File: config.mk
export PLATFORM = sky130hd
export DESIGN_NAME = piso_tx
export DESIGN_NICKNAME = d
export VERILOG_FILES = /design/src/rtl/sipo_pkg.sv /design/src/rtl/piso_hold_buf.sv /design/src/rtl/piso_tx.sv
export SDC_FILE = /design/constraint.sdc
export NUM_CORES = 1
export LEC_CHECK = 0
export ABC_AREA = 1
export CAP_MARGIN = 20
export CORE_MARGIN = 4
export CORE_UTILIZATION = 55
export CTS_CLUSTER_SIZE = 28
export DETAILED_ROUTE_END_ITERATION = 8
export PLACE_DENSITY_LB_ADDON = 0.05
export SYNTH_ARGS = -nofsm -noshare
export SYNTH_HDL_FRONTEND = slang
export SYNTH_HIERARCHICAL = 1
export SYNTH_SLANG_ARGS = --single-unit
export TNS_END_PERCENT = 1
File: constraint.sdc
create_clock -name clk -period 3.1 [get_ports clk]
set_input_delay 0.31 -clock clk [delete_from_list [all_inputs] [get_ports clk]]
set_output_delay 0.31 -clock clk [all_outputs]
set_load 0.1 [all_outputs]
File: src/rtl/sipo_pkg.sv
// Shared types for the serial link: transmitter FSM state and counter sizing.
package sipo_pkg;

  typedef enum logic {
    IDLE  = 1'b0,
    SHIFT = 1'b1
  } piso_state_t;

  function automatic int unsigned cnt_w(input int unsigned w);
    return $clog2(w);
  endfunction

endpackage

File: src/rtl/piso_hold_buf.sv
// One-entry holding register; lets the next word wait while the shifter drains.
module piso_hold_buf
  import sipo_pkg::*;
#(
  parameter int DATA_WIDTH = 32
) (
  input  logic                  clk,
  input  logic                  arst_n,
  input  logic                  push_i,
  input  logic                  pop_i,
  input  logic [DATA_WIDTH-1:0] data_i,
  output logic                  full_o,
  output logic [DATA_WIDTH-1:0] data_o
);

  logic                  full_q;
  logic [DATA_WIDTH-1:0] data_q;

  // push only happens while empty and pop only while full, so they never collide
  always_ff @(posedge clk or negedge arst_n) begin
    if (!arst_n) begin
      full_q <= 1'b0;
      data_q <= '0;
    end else if (push_i) begin
      full_q <= 1'b1;
      data_q <= data_i;
    end else if (pop_i) begin
      full_q <= 1'b0;
    end
  end

  assign full_o = full_q;
  assign data_o = data_q;

endmodule

File: src/rtl/piso_tx.sv
// Parallel-in/serial-out transmitter feeding a sipo_reg receiver, with a
// one-word holding buffer so consecutive words stream without a gap.
module piso_tx
  import sipo_pkg::*;
#(
  parameter int SHIFT_LEFT = 1,
  parameter int DATA_WIDTH = 32
) (
  input  logic                  clk,
  input  logic                  arst_n,
  input  logic                  load_valid,
  output logic                  load_ready,
  input  logic [DATA_WIDTH-1:0] load_data,
  input  logic                  serial_ready,
  output logic                  serial_out,
  output logic                  serial_valid,
  output logic                  busy,
  output logic                  word_done
);

  localparam int CW = int'(cnt_w(DATA_WIDTH));
  localparam logic [CW-1:0] CNT_LAST = CW'(DATA_WIDTH - 1);

  piso_state_t           state_q;
  logic [DATA_WIDTH-1:0] shift_q, shift_d;
  logic [CW-1:0]         cnt_q;
  logic                  word_done_q, busy_q;

  logic                  hb_full, hb_full_d;
  logic [DATA_WIDTH-1:0] hb_data;
  logic                  load_hs, bit_hs, last, bypass, push, pop, shift_nxt, busy_d;

  piso_hold_buf #(.DATA_WIDTH(DATA_WIDTH)) u_hold (
    .clk    (clk),
    .arst_n (arst_n),
    .push_i (push),
    .pop_i  (pop),
    .data_i (load_data),
    .full_o (hb_full),
    .data_o (hb_data)
  );

  assign load_ready = ~hb_full;

  always_comb begin
    load_hs   = load_valid && !hb_full;
    bit_hs    = (state_q == SHIFT) && serial_ready;
    last      = bit_hs && (cnt_q == CNT_LAST);
    // a word can go straight into the shifter only when it would otherwise sit idle
    bypass    = load_hs && ((state_q == IDLE) || last);
    push      = load_hs && !bypass;
    pop       = last && hb_full;
    hb_full_d = push ? 1'b1 : (pop ? 1'b0 : hb_full);
    if (state_q == IDLE) shift_nxt = load_hs;
    else                 shift_nxt = !(last && !hb_full && !bypass);
    busy_d    = shift_nxt || hb_full_d;
    if (SHIFT_LEFT != 0) shift_d = {shift_q[DATA_WIDTH-2:0], 1'b0};
    else                 shift_d = {1'b0, shift_q[DATA_WIDTH-1:1]};
  end

  always_ff @(posedge clk or negedge arst_n) begin
    if (!arst_n) begin
      state_q     <= IDLE;
      shift_q     <= '0;
      cnt_q       <= '0;
      word_done_q <= 1'b0;
      busy_q      <= 1'b0;
    end else begin
      word_done_q <= last;
      busy_q      <= busy_d;
      case (state_q)
        IDLE: begin
          if (load_hs) begin
            shift_q <= load_data;
            cnt_q   <= '0;
            state_q <= SHIFT;
          end
        end
        SHIFT: begin
          if (last) begin
            cnt_q <= '0;
            if (hb_full)     shift_q <= hb_data;
            else if (bypass) shift_q <= load_data;
            else begin
              shift_q <= shift_d;
              state_q <= IDLE;
            end
          end else if (bit_hs) begin
            cnt_q   <= cnt_q + CW'(1);
            shift_q <= shift_d;
          end
        end
        default: state_q <= IDLE;
      endcase
    end
  end

  assign serial_out   = (SHIFT_LEFT != 0) ? shift_q[DATA_WIDTH-1] : shift_q[0];
  assign serial_valid = (state_q == SHIFT);
  assign busy         = busy_q;
  assign word_done    = word_done_q;

endmodule

==> results of run 1 <==
[worst max path at each step]
| stage | end | slack, ns | cells after the start |
|---|---|---|---|
| after floorplan | u_hold/data_o[0]$_DFFE_PN0P_ | 0.93 | 9 |
| after global placement | shift_q[16]$_DFFE_PN0P_ | 0.71 | 7 |
| after detailed placement | shift_q[22]$_DFFE_PN0P_ | 0.70 | 7 |
| after CTS | shift_q[16]$_DFFE_PN0P_ | 0.81 | 10 |
| after global routing | shift_q[26]$_DFFE_PN0P_ | 0.53 | 10 |
| final | shift_q[26]$_DFFE_PN0P_ | 0.81 | 10 |
[registers in the layout, indices dropped and copies added, names as in the netlist]
register and cells:
u_hold/full_o 1, cnt_q 5, word_done 1, u_hold/data_o 32
serial_valid 1, shift_q 32, busy 1
[placed cells by master (no fill, tap or decap)]
cell type,netlist,final
o21ai_0,2,2
buf_2,8,1
dfrtp_1,73,73
inv_1,34,34
clkinv_4,0,2
xor2_1,1,1
a22oi_1,13,13
nor2_1,24,23
nor2_2,0,1
o22ai_1,1,1
nand3_4,1,1
a22o_1,2,2
nand2_1,244,244
clkdlybuf4s50_1,0,37
inv_8,1,1
clkinvlp_4,0,1
nor2_4,3,3
inv_2,1,1
buf_4,7,14
a21oi_1,52,52
clkbuf_8,3,10
nand2_2,12,12
ha_1,2,2
o21ai_2,1,1
o211ai_1,1,1
a21oi_4,0,1
nand3_1,26,26
bufinv_16,0,3
[metal layers]
metal	vias up	track usage, %
li1	1714	-
met1	1590	31.4
met2	104	37.0
met3	11	2.84
met4	0	7.92
met5	-	0
[cells by family after synthesis]
| logic type | after synthesis | share of synthesized area [%] |
|---|---|---|
| compound gates | 73 | 10.6 |
| xor+xnor | 1 | 0.223 |
| fa+ha+maj | 2 | 0.638 |
| buf+inv | 66 | 9.76 |
| flops | 73 | 46.6 |
| simple gates | 310 | 32.2 |
[synth_stat cells, types with 6 or more instances]
cell and instances:
dfrtp_1 73, buf_4 7, nand2_1 244, nor2_1 24, nand2_2 12, a21oi_1 52, nand3_1 26, a22oi_1 13
buf_6 6, buf_2 8, inv_1 34
[report_power, final]
part           internal (uW)  switching (uW)
Sequential              1320             225
Clock                    559             376
Combinational            402             594
[cell type report]
class | instances | area share [%]
repair buffers | 52 | 10.6
clock buffers | 10 | 3.03
well taps | 96 | 2.64
multi-input cells | 386 | 37.9
inverters | 36 | 3.14
flip-flops and latches | 73 | 40.2
clock inverters | 6 | 2.53
[worst max-delay path: stages, from the launching register on]
cell and delay, ns:
dfrtp_1 0.40, ha_1 0.19, nand2_1 0.07, nor2_1 0.10, ha_1 0.24, inv_1 0.09
nor2_4 0.15, nand2_1 0.07, nand2_1 0.56, a21oi_1 0.16, a21oi_1 0.18
[stage by stage]
step	utilization, %	power (uW)	area [um2]
floorplan	-	2290	3920
global placement	62.5	2520	4290
detailed placement	62.5	2550	4290
CTS	66.2	3490	4550
global route	66.2	3740	4550
finish	66.2	3480	4550
==> impl_metrics.csv, run 1 <==
group,metric,value,unit
cells_and_area,diodes,0,
synth,syn_area,3920,um2
detailed_routing,drtIter0Drc,204,
clock_network,hold_buffers,0,
clock_network,cts_tree,"built",
synth,ys_types,27,
timing,final.setup.tns,0,ns
clock_network,cts_inserted_buffers,9,
grt,grt_pass1_wl,15700,um
flow_run,maxCapViolCount,0,
detailed_routing,drtPass1Iterations,5,
grt,grt_max_degree,74,
clock_network,clk_latency,0.34,ns
detailed_routing,met3_wirelength,517,um
clock_network,cts_sinks,73,
timing,period_minus_slack,2.29,ns
detailed_routing,highest_layer,"met4",
floorplan,die_h,92.5,um
worst_setup_path,crit_type,"reg -> reg",
hold_path,hold_class,"in -> async",
timing,slew_headroom,35.1,%
synth,ys_warn_count,6,
timing,hold_slack,0.166,ns
worst_setup_path,cp.required,3.37,ns
timing,fmax,436,MHz
detailed_routing,wl_per_cell,14.0,um
cells_and_area,ff_latch_area,1830,um2
floorplan,core,6870,um2
cells_and_area,fin_cells,659,
clock_network,clockRootBuffer,"clkbuf_8",
grt,antenna_found_initial,0,
timing,drv_slew,0,
clock_network,clockBufferDepth,2,
placed_design,dp_hpwl,5610,um
timing,hold_viol,0,
pwr,peakVddDrop,0.526,mV
worst_setup_path,cp_max_fo,20,
detailed_routing,met2WireLength,4310,um
detailed_routing,finalWirelength,9210,um
pwr,power-per-cell-area,765,nW/um2
worst_setup_path,startpoint_type,"flop",
synth,syn_inst,525,
cells_and_area,area_growth,15.9,%
synth,ys_seq_area_share,46.6,%
placed_design,io_buffers,40,
clock_network,cts_resized,0,
detailed_routing,wl_met1,4260,um
run_status,outcome,"finished, final reports clean",
floorplan,die-area,8550,um2
synth,synth-edff-count,0,
synth,yosys.area.top_type,"dfrtp_1",
worst_setup_path,r2r_end,"shift_q[26]$_DFFE_PN0P_",
grt,first_global_vias,3328,
floorplan,io_pins,41,
synth,avgSynthCellArea,7.47,um2
grt,gr-total-overflow,0,
clock_network,cts_setup_buffers,0,
synth,async_reset_ff_share,100,%
clock_network,path_clk_slew,0.08,ns
cells_and_area,nFillCells,617,
worst_setup_path,cp-end-kind,"flop",
detailed_routing,drc,0,
floorplan,die_w,92.5,um
timing,fin_crit_sh,74.0,%
placed_design,place_ws,0.702,ns
worst_setup_path,r2r_slack,0.81,ns
worst_setup_path,crit_start,"cnt_q[0]$_DFFE_PN0P_",
timing,finalSetupViolations,0,
detailed_routing,vias,3419,
grt,track_usage,22.8,%
detailed_routing,vias_per_cell,5.19,
synth,synth.net_count,563,
worst_setup_path,r2r_start,"cnt_q[0]$_DFFE_PN0P_",
floorplan,start_util,57.1,%
cells_and_area,multiInputGateArea,1720,um2
clock_network,cts.htree.levels,3,
timing,skew,0.00540,ns
timing,setup_slack,0.806,ns
synth,ys_ff_latch,73,
placed_design,dp.cells,643,
pwr,leakage,0.00241,uW
timing,worst_pin_slew,0.970,ns
placed_design,gp_congestion,0.800,
synth,ys_top_cells_by_area,"dfrtp_1 (47%), nand2_1 (23%), a21oi_1 (6.6%)",
synth,synthFlopType,"dfrtp_1",
timing,rsz0062_at_grt,"false",
cells_and_area,layout-drive-gt1-share,9.24,%
worst_setup_path,r2r_cells,10,
detailed_routing,ant_nets,0,
cells_and_area,nNetsFinal,596,
synth,yosysTopAreaCellShare,46.6,%
floorplan,rows,30,
worst_setup_path,arrival,2.57,ns
Power figures use the tool's default switching activity.
==> run 2, diff against run 1 <==
Settings changed: CORE_UTILIZATION 55 to 51.
Clock period 3.1 ns to 1.9 ns, I/O delays scaled along.
==> run 2 against run 1 <==
  * Core utilization fell by 1.7 points
  * Sequential power rose by 63%
  * Sequential share of layout area fell by 1.7 points
  * First-iteration DRC count fell by 11%
  * Power rose by 60%
  * Clock power rose by 33%
  * Setup slack got worse by 0.74 ns
  * Die area rose by 7.2%
  * Combinational power rose by 82%
  * Cell count rose by 2.4%
==> impl_metrics.csv, run 2 (synthesis results as in run 1) <==
group,metric,value,unit
hold_path,hold_class,"in -> async",
worst_setup_path,r2r_end,"shift_q[21]$_DFFE_PN0P_",
worst_setup_path,cp-end-kind,"flop",
grt,first_global_vias,3399,
timing,rsz0062_at_grt,"true",
cells_and_area,fin_cells,675,
cells_and_area,layout-drive-gt1-share,13.9,%
floorplan,rows,31,
timing,finalSetupViolations,0,
pwr,power-per-cell-area,1170,nW/um2
worst_setup_path,r2r_cells,11,
clock_network,cts_tree,"built",
placed_design,gp_congestion,0.821,
clock_network,cts.htree.levels,3,
cells_and_area,nNetsFinal,609,
timing,drv_slew,0,
detailed_routing,drtPass1Iterations,4,
worst_setup_path,arrival,2.11,ns
clock_network,clockRootBuffer,"clkbuf_8",
floorplan,die-area,9160,um2
clock_network,clk_latency,0.36,ns
clock_network,cts_sinks,73,
cells_and_area,final_common_cell,"nand2_1",
detailed_routing,ant_nets,0,
worst_setup_path,cp.required,2.18,ns
placed_design,io_buffers,40,
grt,track_usage,23.0,%
detailed_routing,drc,0,
floorplan,io_pins,41,
detailed_routing,drtIter0Drc,182,
grt,antenna_found_initial,0,
pwr,leakage,0.00249,uW
timing,worst_pin_slew,0.410,ns
cells_and_area,area_growth,21.1,%
clock_network,cts_inserted_buffers,9,
worst_setup_path,startpoint_type,"flop",
grt,grt_max_degree,74,
worst_setup_path,crit_chain,"ha_2 -> nand2_2 -> nor2_2 -> ha_2 -> nand3_4 -> nor2_4 -> buf_12 -> nand2_1 -> nand2_1 -> nand2_1 -> a21oi_2",
timing,hold_viol,0,
timing,fin_crit_sh,96.4,%
timing,final.setup.tns,0,ns
pwr,peakVddDrop,0.732,mV
floorplan,die_w,95.7,um
pwr,power.total,5570,uW
grt,grt_pass1_wl,16200,um
worst_setup_path,r2r_slack,0.07,ns
floorplan,die_h,95.7,um
grt,gr-total-overflow,0,
timing,fmax,546,MHz
cells_and_area,final_cell_mix,"nand2_1 (243), dfrtp_1 (72), a21oi_1 (43)",
worst_setup_path,max_stage_delay,0.39,ns
placed_design,dp.cells,655,
flow_run,maxCapViolCount,0,
placed_design,dp_hpwl,6210,um
clock_network,clockBufferDepth,2,
clock_network,path_clk_slew,0.08,ns
worst_setup_path,crit_type,"reg -> reg",
run_status,outcome,"finished, final reports clean",
detailed_routing,vias,3483,
floorplan,core,7370,um2
timing,skew,0.0123,ns
detailed_routing,vias_per_cell,5.16,
worst_setup_path,cp_max_fo,33,
floorplan,start_util,53.2,%
cells_and_area,diodes,0,
worst_setup_path,path_common_cell,"nand2_1",
detailed_routing,finalWirelength,9780,um
detailed_routing,wl_per_cell,14.5,um
timing,period_minus_slack,1.83,ns
timing,hold_slack,0.376,ns
worst_setup_path,crit_path_top_delay_cell,"dfrtp_1",
timing,slew_headroom,72.6,%
worst_setup_path,r2r_start,"cnt_q[0]$_DFFE_PN0P_",
==> run 2: through the flow <==
step | cell area (um2) | utilization (%) | setup slack [ns]
global route | 4750 | 64.4 | -0.0638
global placement | 4450 | 60.4 | 0.0854
floorplan | 3930 | - | 0.0237
CTS | 4660 | 63.2 | -0.00353
finish | 4750 | 64.4 | 0.0693
detailed placement | 4450 | 60.4 | 0.0155
==> run 2: timing repair <==
| action | in CTS | in global routing |
|---|---|---|
| gates cloned | 0 | 0 |
| gates resized for setup | 1 | 19 |
| hold buffers | 1 | 0 |
| endpoints found under the hold margin | 73 | 0 |
| pin swaps | 0 | 7 |
| setup endpoints to repair | 1 | 65 |
| buffers inserted | 0 | 3 |
==> run 2: worst max-delay path, delay by kind of cell (launching register included) <==
kind	cells	cell delay, ns
adders and majority gates	2	0.42
DFF	1	0.39
buffers and inverters	1	0.20
AOI/OAI and AO/OA	1	0.14
and+or+nand+nor	7	0.59
==> run 2: final cells by class <==
cell class	count	area, um2
Clock buffer	10	128
Inverter	36	151
Clock inverter	6	67.6
Sequential cell	73	1830
Tap cell	99	124
Fill cell	643	2620
Multi-Input combinational cell	386	1780
Timing Repair Buffer	65	668
==> run 2: layer usage <==
metal,GRT usage [%],wire (um),vias to the layer above
li1,-,-,1740
met1,31.2,4460,1618
met2,37.1,4600,107
met3,3.44,546,18
met4,9.00,185,0
met5,0,0,-
==> run 2: where the power goes <==
part / internal, uW / total (uW) / switching, uW
Clock: 612 / 1240 / 630
Sequential: 2160 / 2520 / 367
Combinational: 761 / 1810 / 1050
==> run 2: worst max-delay path by stage <==
stage	cells after the start	endpoint	slack [ns]	start
after floorplan	13	u_hold/data_o[20]$_DFFE_PN0P_	0.02	cnt_q[0]$_DFFE_PN0P_
after global placement	11	u_hold/data_o[19]$_DFFE_PN0P_	0.09	cnt_q[0]$_DFFE_PN0P_
after detailed placement	12	shift_q[13]$_DFFE_PN0P_	0.02	cnt_q[0]$_DFFE_PN0P_
after CTS	11	u_hold/data_o[0]$_DFFE_PN0P_	-0.004	cnt_q[0]$_DFFE_PN0P_
after global routing	12	shift_q[5]$_DFFE_PN0P_	-0.06	cnt_q[0]$_DFFE_PN0P_
final	11	shift_q[21]$_DFFE_PN0P_	0.07	cnt_q[0]$_DFFE_PN0P_
==> run 3, diff against run 2 <==
Settings changed: CORE_UTILIZATION 51 to 47.
==> run 3 against run 2 <==
  * Sequential share of layout area fell by 1.1 points
  * Sequential power barely moved
  * Register-to-register slack improved by 0.03 ns
  * Critical endpoint is now shift_q[17]$_DFFE_PN0P_
  * Largest cell class unchanged
  * Largest power group unchanged
==> impl_metrics.csv, run 3 (synthesis results as in run 1) <==
group,metric,value,unit
run_status,outcome,"finished, final reports clean",
worst_setup_path,max_stage_delay,0.39,ns
worst_setup_path,arrival,2.07,ns
cells_and_area,diodes,0,
worst_setup_path,startpoint_type,"flop",
placed_design,gp_congestion,0.853,
grt,track_usage,20.7,%
cells_and_area,stdcell_area,4890,um2
worst_setup_path,crit_path_top_delay_cell,"dfrtp_1",
cells_and_area,area_growth,24.6,%
pwr,p_int,3580,uW
floorplan,core,8180,um2
worst_setup_path,cp_top_family,"simple AND/OR/NAND/NOR gates",
pwr,p_sw_share,36.3,%
grt,grt_max_degree,34,
cells_and_area,layout-drive-gt1-share,16.1,%
placed_design,dp_hpwl,6350,um
pwr,power-per-cell-area,1150,nW/um2
grt,antenna_found_initial,0,
clock_network,path_clk_slew,0.09,ns
worst_setup_path,r2r_cells,11,
floorplan,die_w,99.4,um
detailed_routing,finalWirelength,9990,um
detailed_routing,ant_nets,0,
clock_network,clockBufferDepth,2,
worst_setup_path,crit_start,"cnt_q[0]$_DFFE_PN0P_",
detailed_routing,drc,0,
pwr,peakVddDrop,0.608,mV
detailed_routing,drtPass1Iterations,4,
timing,setup_slack,0.0974,ns
cells_and_area,final_cell_mix,"nand2_1 (241), dfrtp_1 (72), a21oi_1 (39)",
placed_design,place_ws,0.0482,ns
pwr,comb_power_share,32.5,%
timing,drv_slew,0,
pwr,power.total,5610,uW
clock_network,cts_tree,"built",
detailed_routing,wl_per_cell,14.6,um
clock_network,cts_inserted_buffers,9,
clock_network,cts.htree.levels,3,
timing,finalSetupViolations,0,
worst_setup_path,r2r_end,"shift_q[17]$_DFFE_PN0P_",
floorplan,io_pins,41,
pwr,pwr-share-clk,22.3,%
timing,fmax,555,MHz
pwr,sequentialPowerShare,45.2,%
timing,hold_viol,0,
worst_setup_path,crit_type,"reg -> reg",
floorplan,start_util,48.0,%
timing,worst_pin_slew,0.537,ns
detailed_routing,vias,3484,
hold_path,hold_class,"in -> async",
timing,slew_headroom,64.2,%
placed_design,dpl_cell_area,4510,um2
worst_setup_path,r2r_slack,0.1,ns
detailed_routing,drtIter0Drc,200,
worst_setup_path,path_buf_inv,1,
timing,rsz0062_at_grt,"true",
timing,fin_crit_sh,94.9,%
pwr,p_sw,2040,uW
clock_network,cts_sinks,73,
placed_design,io_buffers,40,
cells_and_area,fin_cells,683,
detailed_routing,vias_per_cell,5.10,
worst_setup_path,cp_max_fo,17,
floorplan,die-area,9870,um2
placed_design,dp.cells,663,
grt,gr-total-overflow,0,
worst_setup_path,r2r_start,"cnt_q[0]$_DFFE_PN0P_",
timing,skew,0.0126,ns
clock_network,clockRootBuffer,"clkbuf_8",
clock_network,clk_latency,0.34,ns
cells_and_area,fin_util,59.8,%
grt,grt_pass1_wl,16400,um
worst_setup_path,cp-end-kind,"flop",
floorplan,rows,33,
pwr,leakage,0.00254,uW
grt,first_global_vias,3433,
flow_run,maxCapViolCount,0,
worst_setup_path,crit_chain,"ha_2 -> nand2_2 -> nor2_2 -> ha_2 -> nand3_4 -> nor2_4 -> buf_12 -> nand2_1 -> nand2_1 -> nand2_1 -> a21oi_1",
worst_setup_path,cp.required,2.16,ns
floorplan,die_h,99.4,um
timing,period_minus_slack,1.80,ns
worst_setup_path,path_common_cell,"nand2_1",
cells_and_area,final_common_cell,"nand2_1",
cells_and_area,nNetsFinal,611,
==> run 3: per-stage QoR <==
step / setup TNS, ns / hold WS [ns]
5_1_grt: -1.18 / 0.399
6_report: 0 / 0.353
4_1_cts: 0 / 0.371
3_3_place_gp: 0 / 0.200
2_1_floorplan: 0 / -0.106
3_5_place_dp: 0 / 0.207
==> run 3: layout make-up <==
type / count / area [um2]
timing repair buffer: 67 / 746
clock inverter: 6 / 67.6
clock buffer: 10 / 138
inverter: 36 / 151
fill: 730 / 3290
tap: 105 / 131
sequential: 73 / 1830
multi-input combinational: 386 / 1830
==> run 3: power by group through the flow <==
stage | logic (uW) | registers, uW | clock network (uW)
after floorplan | 1220 | 2520 | 0
after global placement | 1670 | 2540 | 0
after detailed placement | 1710 | 2550 | 0
after CTS | 1720 | 2530 | 1280
after global routing | 2090 | 2620 | 1350
final | 1820 | 2540 | 1250
==> run 3: layer usage <==
layer | wire (um) | track usage, % | up-vias
li1 | - | - | 1741
met1 | 4430 | 26.2 | 1640
met2 | 4940 | 35.7 | 90
met3 | 489 | 3.09 | 13
met4 | 133 | 7.56 | 0
met5 | 0 | 0 | -
==> run 3: worst max path at each step <==
| stage | slack [ns] | endpoint | cells after the start |
|---|---|---|---|
| 2_1_floorplan | 0.02 | u_hold/data_o[20]$_DFFE_PN0P_ | 13 |
| 3_3_place_gp | 0.1 | u_hold/data_o[18]$_DFFE_PN0P_ | 11 |
| 3_5_place_dp | 0.05 | shift_q[19]$_DFFE_PN0P_ | 11 |
| 4_1_cts | 0.02 | u_hold/data_o[31]$_DFFE_PN0P_ | 11 |
| 5_1_grt | -0.06 | shift_q[14]$_DFFE_PN0P_ | 11 |
| 6_report | 0.1 | shift_q[17]$_DFFE_PN0P_ | 11 |
==> run 3: timing repair <==
action,4_1_cts,5_1_grt
setup buffers,0,1
hold buffers,1,0
hold endpoints to repair,19,0
resized for setup,0,32
endpoints found under the setup margin,0,66
==> run 3: worst reg2reg max path, delay by kind of cell (launching register included) <==
kind | cells | cell delay (ns)
simple gates | 7 | 0.61
buf+inv | 1 | 0.17
compound gates | 1 | 0.13
flops | 1 | 0.39
fa+ha+maj | 2 | 0.42
